[config.mk]
export PLATFORM = sky130hd
export DESIGN_NAME = cv32e40x_clock_en_ctrl
export DESIGN_NICKNAME = d
export VERILOG_FILES = /design/src/rtl/cv32e40x_clock_en_ctrl.sv
export SDC_FILE = /design/constraint.sdc
export NUM_CORES = 1
export LEC_CHECK = 0
export CAP_MARGIN = 10
export CORE_MARGIN = 4
export CORE_UTILIZATION = 35
export CTS_CLUSTER_DIAMETER = 80
export CTS_CLUSTER_SIZE = 20
export DETAILED_ROUTE_END_ITERATION = 6
export PLACE_DENSITY_LB_ADDON = 0.12
export SLEW_MARGIN = 20
export SYNTH_ARGS = -nofsm -noshare
export SYNTH_HDL_FRONTEND = slang
export SYNTH_SLANG_ARGS = --single-unit
[constraint.sdc]
create_clock -name clk_ungated_i -period 3.25 [get_ports clk_ungated_i]
set_input_delay 0.65 -clock clk_ungated_i [delete_from_list [all_inputs] [get_ports clk_ungated_i]]
set_output_delay 0.65 -clock clk_ungated_i [all_outputs]
set_load 0.01 [all_outputs]
[src/rtl/cv32e40x_clock_en_ctrl.sv]
// ----------------------------------------------------------------------------
// cv32e40x_clock_en_ctrl
//
// Sleep / clock-enable controller running on the free-running clock. It
// counts in-flight instruction and data OBI transactions. After a WFI request
// it drains them and then drops the enable of the downstream core clock gate.
// On a wake request it raises the enable again, and it keeps core_sleep_o
// asserted for WAKE_DELAY more cycles so the core clock can settle.
//
// Parameters
//   MAX_OUTSTANDING  maximum in-flight transactions per OBI interface
//   WAKE_DELAY       cycles clock_en_o is high before core_sleep_o drops (0..15)
//
// Ports
//   clk_ungated_i   free-running clock
//   rst_n           asynchronous active-low reset
//   fetch_enable_i  boot enable (made sticky on fetch_enable_o)
//   wfi_req_i       sleep request from the controller (level)
//   wake_req_i      pending interrupt / debug request (level)
//   instr_*_i       instruction OBI req / gnt / rvalid
//   data_*_i        data OBI req / gnt / rvalid
//   clock_en_o      registered enable for the core clock gate
//   core_sleep_o    core asleep or still waking
//   fetch_enable_o  sticky copy of fetch_enable_i
//   instr_cnt_o     outstanding instruction transactions
//   data_cnt_o      outstanding data transactions
//   obi_err_o       sticky OBI protocol-violation flag
// ----------------------------------------------------------------------------
module cv32e40x_clock_en_ctrl #(
  parameter int unsigned MAX_OUTSTANDING = 2,
  parameter int unsigned WAKE_DELAY      = 1,
  localparam int unsigned CNT_W          = $clog2(MAX_OUTSTANDING + 1)
) (
  input  logic             clk_ungated_i,
  input  logic             rst_n,
  input  logic             fetch_enable_i,
  input  logic             wfi_req_i,
  input  logic             wake_req_i,
  input  logic             instr_req_i,
  input  logic             instr_gnt_i,
  input  logic             instr_rvalid_i,
  input  logic             data_req_i,
  input  logic             data_gnt_i,
  input  logic             data_rvalid_i,
  output logic             clock_en_o,
  output logic             core_sleep_o,
  output logic             fetch_enable_o,
  output logic [CNT_W-1:0] instr_cnt_o,
  output logic [CNT_W-1:0] data_cnt_o,
  output logic             obi_err_o
);

  typedef enum logic [2:0] {
    BOOT  = 3'd0,
    RUN   = 3'd1,
    DRAIN = 3'd2,
    SLEEP = 3'd3,
    WAKE  = 3'd4
  } state_e;

  localparam logic [CNT_W-1:0] CNT_MAX    = CNT_W'(MAX_OUTSTANDING);
  localparam logic [3:0]       WAKE_LOAD  = 4'(WAKE_DELAY);

  state_e           state_reg, state_next;
  logic [3:0]       wake_cnt_reg, wake_cnt_next;
  logic             clock_en_reg, clock_en_next;
  logic             core_sleep_reg, core_sleep_next;
  logic             fetch_enable_reg;
  logic             err_reg, err_next;

  // Index 0 = instruction interface, index 1 = data interface.
  logic [1:0]       inc, dec, ovf, unf;
  logic [CNT_W-1:0] cnt_reg  [2];
  logic [CNT_W-1:0] cnt_next [2];
  logic             drained;

  assign inc = {data_req_i & data_gnt_i, instr_req_i & instr_gnt_i};
  assign dec = {data_rvalid_i, instr_rvalid_i};

  // Outstanding-transaction counters. A simultaneous grant and response
  // cancel out. Over- and underflow hold the count and raise an error.
  genvar gi;
  generate
    for (gi = 0; gi < 2; gi++) begin : g_cnt
      logic [CNT_W-1:0] nxt;
      logic             o_flag, u_flag;

      always_comb begin
        nxt    = cnt_reg[gi];
        o_flag = 1'b0;
        u_flag = 1'b0;
        if (inc[gi] && !dec[gi]) begin
          if (cnt_reg[gi] == CNT_MAX) o_flag = 1'b1;
          else                        nxt = cnt_reg[gi] + CNT_W'(1);
        end else if (dec[gi] && !inc[gi]) begin
          if (cnt_reg[gi] == '0) u_flag = 1'b1;
          else                   nxt = cnt_reg[gi] - CNT_W'(1);
        end
      end

      assign cnt_next[gi] = nxt;
      assign ovf[gi]      = o_flag;
      assign unf[gi]      = u_flag;

      always_ff @(posedge clk_ungated_i or negedge rst_n) begin
        if (!rst_n) cnt_reg[gi] <= '0;
        else        cnt_reg[gi] <= nxt;
      end
    end
  endgenerate

  // Sleep is allowed only when nothing is in flight after this cycle's update
  // and no new request is being presented.
  assign drained = (cnt_next[0] == '0) && (cnt_next[1] == '0) &&
                   !instr_req_i && !data_req_i;

  // A grant while the clock is off is a protocol violation.
  assign err_next = err_reg | (|ovf) | (|unf) | ((state_reg == SLEEP) && (|inc));

  // State register
  always_ff @(posedge clk_ungated_i or negedge rst_n) begin
    if (!rst_n) begin
      state_reg    <= BOOT;
      wake_cnt_reg <= '0;
    end else begin
      state_reg    <= state_next;
      wake_cnt_reg <= wake_cnt_next;
    end
  end

  // Next-state logic
  always_comb begin
    state_next    = state_reg;
    wake_cnt_next = wake_cnt_reg;
    case (state_reg)
      BOOT:  if (fetch_enable_i) state_next = RUN;
      RUN:   if (wfi_req_i && !wake_req_i) state_next = DRAIN;
      DRAIN: begin
        // Wake has priority over a drain completing in the same cycle.
        if (wake_req_i || !wfi_req_i) state_next = RUN;
        else if (drained)             state_next = SLEEP;
      end
      SLEEP: begin
        if (wake_req_i) begin
          if (WAKE_DELAY == 0) begin
            state_next = RUN;
          end else begin
            state_next    = WAKE;
            wake_cnt_next = WAKE_LOAD;
          end
        end
      end
      WAKE: begin
        // WAKE lasts exactly WAKE_DELAY cycles. A dropped wake_req_i does not
        // abort it.
        wake_cnt_next = (wake_cnt_reg == 4'd0) ? 4'd0 : wake_cnt_reg - 4'd1;
        if (wake_cnt_reg <= 4'd1) state_next = RUN;
      end
      default: state_next = BOOT;
    endcase
  end

  // Output decode from the next state. The result is registered, so the gate
  // enable has no combinational path from any input.
  always_comb begin
    clock_en_next   = 1'b0;
    core_sleep_next = 1'b0;
    case (state_next)
      RUN, DRAIN: clock_en_next = 1'b1;
      WAKE: begin
        clock_en_next   = 1'b1;
        core_sleep_next = 1'b1;
      end
      SLEEP:   core_sleep_next = 1'b1;
      default: ;
    endcase
  end

  always_ff @(posedge clk_ungated_i or negedge rst_n) begin
    if (!rst_n) begin
      clock_en_reg     <= 1'b0;
      core_sleep_reg   <= 1'b0;
      fetch_enable_reg <= 1'b0;
      err_reg          <= 1'b0;
    end else begin
      clock_en_reg     <= clock_en_next;
      core_sleep_reg   <= core_sleep_next;
      fetch_enable_reg <= fetch_enable_reg | fetch_enable_i;
      err_reg          <= err_next;
    end
  end

  assign clock_en_o     = clock_en_reg;
  assign core_sleep_o   = core_sleep_reg;
  assign fetch_enable_o = fetch_enable_reg;
  assign instr_cnt_o    = cnt_reg[0];
  assign data_cnt_o     = cnt_reg[1];
  assign obi_err_o      = err_reg;

endmodule

==> results of run 1 <==
[metal layers]
layer	vias up	GRT usage, %	part of all wire [%]
li1	393	-	-
met1	357	16.4	46
met2	17	19.0	48
met3	2	1.49	5.2
met4	0	7.43	1.4
met5	-	0	0
[through the flow]
| step | cells | hold slack (ns) |
|---|---|---|
| after CTS | 149 | 0.475 |
| after floorplan | 100 | 0.354 |
| final | 149 | 0.471 |
| after global placement | 145 | 0.452 |
| after global routing | 149 | 0.505 |
| after detailed placement | 145 | 0.450 |
[power groups by stage]
| stage | clock network (mW) | logic (mW) | registers [mW] |
|---|---|---|---|
| 2_1_floorplan | 0 | 0.158 | 0.267 |
| 3_3_place_gp | 0 | 0.236 | 0.287 |
| 3_5_place_dp | 0 | 0.243 | 0.288 |
| 4_1_cts | 0.108 | 0.243 | 0.285 |
| 5_1_grt | 0.116 | 0.271 | 0.294 |
| 6_report | 0.101 | 0.240 | 0.286 |
[final timing paths]
kind | from | end | slack [ns] | cells after the start
setup / recovery | instr_rvalid_i | core_sleep_o | 1.06 | 6
hold / removal | fetch_enable_o | fetch_enable_o | 0.47 | 1
setup reg to reg | instr_cnt_o[0] | core_sleep_o | 1.39 | 7
hold reg to reg | fetch_enable_o | fetch_enable_o | 0.47 | 1
max in group asynchronous | rst_n | instr_cnt_o[0] | 2.05 | 1
min in group asynchronous | rst_n | wake_cnt_reg[0] | 0.77 | 1
[cell families (layout without fill, tap and decap cells)]
group | Yosys count | after routing | share of synthesized area, %
AOI/OAI and AO/OA | 22 | 22 | 15.6
muxes | 7 | 7 | 7.39
adders and majority gates | 9 | 9 | 11.4
and+or+nand+nor | 36 | 36 | 21.5
DFF | 15 | 15 | 38.9
buffers and inverters | 11 | 30 | 5.19
[synthesized netlist by cell type (all sizes together) (2+ instances only)]
cell / n
nor2b: 4
nand2: 6
inv: 8
o21ai: 5
a21oi: 4
dfrtp: 15
o31ai: 2
mux2i: 6
buf: 2
ha: 8
nor2: 6
nor3: 6
nand3: 2
or2: 3
and3b: 2
a31oi: 4
[cell type report]
class	instances	area (um2)
tap	30	37.5
timing repair buffer	18	180
inverter	8	30.0
clock buffer	4	26.3
multi-input combinational	74	539
sequential	15	375
fill	239	1360
[cell usage in the layout (no fill, tap or decap), types with 2 or more instances in the layout]
master and instances:
o21ai_0 5, or2_2 3, nor3_1 6, mux2i_1 6, nor2b_1 4, dfrtp_1 15
inv_1 8, a31oi_1 4, clkbuf_4 3, nor2_1 6, and3b_1 2, ha_1 8
a21oi_1 4, clkdlybuf4s50_1 18, nand3_1 2, nand2_1 5
[critical path, delay by kind of cell]
family,cells,cell delay [ns]
compound gates,1,0.23
simple gates,2,0.53
mux,2,0.36
buf+inv,1,0.62
==> run metrics, run 1 <==
status completed; Worst EP arrival 2.40 ns; first-pass GRT wire length ~3.3 mm; Final GP Congestion between 0.7 and 0.8; Seq pwr share 45.6%; Hold Fails Final Rpt 0; Die X 60.5 um; Fmax 457 MHz; leakage 0.539 nW; top cells by area, synth dfrtp_1 39%, ha_1 10%, mux2i_1 6.2%; H-Tree Depth 1; Die Span Y 60.5 um; synthesized area per cell 9.65 um2; CTS Root Cell clkbuf_4; Synth top area share around 40%; Final setup viols 0; area post-placement 1160 um2; min Tclk post-route ~2.2 ns; Post-Syn Area 965 um2; Nets 139; Row Count 18; post-route cell area about 1200 um2; net switching power 228 uW; main flop type after synthesis dfrtp_1; Post-synth EDFFs 0; Port Buffers 18; largest net degree at the start of global routing 16; Clk pwr share 16.1%; Slew Limit Fails 0; CTS Buf Count 3; Max VDD drop 0.299 mV; setup ws final roughly 1.1 ns; HP Class register to register; Remaining DRCs 0; CTS tree yes; vias 769; WL/cell about 13 um; Largest register FFs 4; syn nets around 120; CTS clock-pin slew for the worst setup and hold paths 0.09 ns; CP required 3.46 ns; Core Util, Final 46.7%; Slew headroom a little under three fifths; PD cells 527 nW/um2; Synthesis Warnings 0; worst-margin pin slew about 0.66 ns; fin crit share 67.3%; sw frac 36.3%; setup bufs post-CTS 0; Power, Total 626 uW; combinational power share 38.3%; post-synth cell types 36; diode count 0; #FFs+latches synth 15; CTS Sinks 15; cell internal pwr 399 uW; post-synthesis cell count 100; GR Overflow Total 0; initial antenna violation count 0; max_cap viols 0; post-cts resize count 0; Detail Placement HPWL 1.51 mm; ys async rst share between 90% and 100%; Final TNS setup 0 ns; die footprint ~3700 um2; Layout Skew 0.00894 ns; slowest CP cell clkdlybuf4s50_1; crit-path most repeated cell mux2i_1; worst slack, placed 0.773 ns; Routed Wire Length 1.95 mm; GRT Util Overall 12.3%; CP Class input pin to register; CTS max path bufs 2; DR pass1 iterations 4; crit start category input pin; leading area contributor after synthesis dfrtp_1; # hold bufs at CTS 0; clk_lat worst skew 0.28 ns; Initial Util a little under two fifths; Setup crit end kind register; core footprint around 2500 um2; DRT antenna net count 0; crit-path max cell delay approximately 0.62 ns; initial DRC count 17; Top Ports 19; Synth-to-Final Area Change 23.2%; vias in the first global route 744; DR vias/cell 5.16; fraction of layout cells with a size suffix above 1 10.9%; RSZ-0062 raised after global routing no; register area share after synthesis 38.9%; CP max FO 6; worst path cell trace clkdlybuf4s50_1, mux2i_1, mux2i_1, or3_4, o31ai_2, nand2b_1
(Power assumes the default switching activity.)
==> run 2: changes to the inputs <==
clock period = 1.9 ns   (was 3.25 ns; I/O delays follow)
==> run 2 against run 1 <==
Effect of this change: clock power up 77%; sequential share of layout area is 2.1 points lower; total power rose by 80%; flip-flop and latch count did not move; setup slack got worse by 0.91 ns; critical path depth increased by 2; worst hold slack worse by 0.073 ns; clock skew shrank 0.0039 ns; utilization rose by 3.4 points; critical path type is now register to register; largest cell class unchanged.
==> run metrics, run 2 (synthesis results as in run 1) <==
status completed; min Tclk post-route 1.75 ns; GRT Util Overall 12.7% (+0.45 points); crit start category register; Setup crit end kind register; Fmax around 570 MHz; Remaining DRCs 0 (unchanged); core footprint 2540 um2 (unchanged); commonest non-fill, non-tap cell in the layout clkdlybuf4s50_1; Power, Total 1.13 mW (+80%); Hold Fails Final Rpt 0 (unchanged); fin crit share 91.9%; combinational power share 41.4% (+3.1 points); GRT met2 Usage 20.5% (+1.5 points); vias 797 (+3.6%); largest net degree at the start of global routing 16 (unchanged); Die X 60.5 um (unchanged); die footprint 3660 um2 (unchanged); HP Class input pin to asynchronous set/reset pin; WL/cell 12.6 um (-4.0%); initial DRC count 13 (-4); DR pass1 iterations 4 (unchanged); r2r setup slk 0.15 ns (-1.24 ns); CTS Sinks 15 (unchanged); diode count 0 (unchanged); Worst EP arrival 1.92 ns (-0.48 ns); Synth-to-Final Area Change 32.3%; Largest register FFs 4 (unchanged); Global Route met3 Usage 1.91% (+0.43 points); Routed Wire Length 2.00 mm (+2.4%); Clk pwr share 15.9% (-0.2 points); Port Buffers 18 (unchanged); multi-input logic area 548 um2 (+1.6%); filler cell count 254 (+6.3%); Reg area 377 um2 (+0.33%); leakage 0.595 nW (+10%); sw frac 35.8% (-0.51 points); CTS tree yes; Slew headroom 80.4% (+25 points); Top Ports 19 (unchanged); Core Util, Final 50.1% (+3.4 points); first-pass GRT wire length 3.39 mm (+2.3%); GR Overflow Total 0 (unchanged); setup bufs post-CTS 0 (unchanged); CP required 2.07 ns (-1.39 ns); Final setup viols 0 (unchanged); GRT Max-Usage Layer met2; initial antenna violation count 0 (unchanged); CP max FO 4 (-2); H-Tree Depth 1 (unchanged); worst-margin pin slew 0.295 ns (-0.368 ns); clk_lat worst skew 0.28 ns (about the same); CTS Root Cell clkbuf_4; Nets 149 (+7.2%); fraction of layout cells with a size suffix above 1 18.6% (+7.7 points); most frequent cells in the layout 17 x clkdlybuf4s50_1, 14 x dfrtp_1, 10 x buf_4; Seq pwr share 42.7% (-2.9 points); vias in the first global route 805 (+8.2%); net switching power 403 uW (+77%); Slew Limit Fails 0 (unchanged); CP Class register to register; Row Count 18 (unchanged); PD cells 882 nW/um2 (+67%); DR vias/cell 5.01 (-2.9%); met1 Use GR 15.8% (-0.67 points); Die Span Y 60.5 um (unchanged); max_cap viols 0 (unchanged); cell internal pwr 723 uW (+81%); RSZ-0062 raised after global routing no; Max VDD drop 0.485 mV (+62%); Detail Placement HPWL 1.58 mm (+5.0%); Final GP Congestion 0.804 (+0.59%); CTS max path bufs 2 (unchanged); CTS clock-pin slew for the worst setup and hold paths 0.09 ns (about the same); # hold bufs at CTS 0 (unchanged); Initial Util 37.9% (unchanged); Layout Skew 0.00503 ns (-0.00391 ns); DRT antenna net count 0 (unchanged); CTS Buf Count 3 (unchanged); post-cts resize count 0 (unchanged)
## run 2: final timing paths
| path | from | end | depth (start not counted) |
|---|---|---|---|
| worst min register to register | fetch_enable_o | fetch_enable_o | 1 |
| worst min-delay path | rst_n | wake_cnt_reg[1] | 2 |
| min in group clk_ungated_i | fetch_enable_o | fetch_enable_o | 1 |
| worst max-delay path | data_cnt_o[0] | core_sleep_o | 8 |
| max in group asynchronous | rst_n | instr_cnt_o[1] | 2 |
| worst max register to register | data_cnt_o[0] | core_sleep_o | 8 |
## run 2: power by group through the flow
stage | clock network, mW | logic (mW) | registers [mW]
6_report | 0.179 | 0.466 | 0.480
5_1_grt | 0.205 | 0.527 | 0.492
4_1_cts | 0.192 | 0.470 | 0.481
3_5_place_dp | 0 | 0.469 | 0.485
3_3_place_gp | 0 | 0.456 | 0.483
2_1_floorplan | 0 | 0.269 | 0.457
## run 2: cell type report
cell class                 count  share of cell area, %
multi-input combinational     74                   42.9
sequential                    15                   29.5
timing repair buffer          28                   20.2
clock buffer                   4                   2.06
inverter                       8                   2.35
tap                           30                   2.94
## run 2: worst max-delay path, cell delays in order (launching register included)
cell and delay, ns:
dfrtp_1 0.42, inv_1 0.10, ha_1 0.29, nor2_1 0.04, mux2_2 0.27, o32ai_1 0.14, buf_4 0.18, o31ai_4 0.05
nand2b_1 0.14
## run 2: routing by layer
| metal | wire length, um | share of wire (%) | up-vias |
|---|---|---|---|
| li1 | - | - | 410 |
| met3 | 92 | 4.6 | 4 |
| met2 | 932 | 47 | 19 |
| met5 | 0 | 0 | - |
| met1 | 928 | 46 | 364 |
| met4 | 44 | 2.2 | 0 |
## run 2: stage by stage
stage / cell area [um2] / setup WS (ns) / hold slack, ns / instances / setup TNS [ns]
floorplan: 965 / 0.125 / 0.0844 / 100 / 0
global placement: 1240 / -0.200 / 0.451 / 155 / -0.443
detailed placement: 1240 / -0.272 / 0.451 / 155 / -0.666
CTS: 1260 / 0.0289 / 0.397 / 159 / 0
global route: 1280 / 0.0151 / 0.405 / 159 / 0
finish: 1280 / 0.154 / 0.398 / 159 / 0
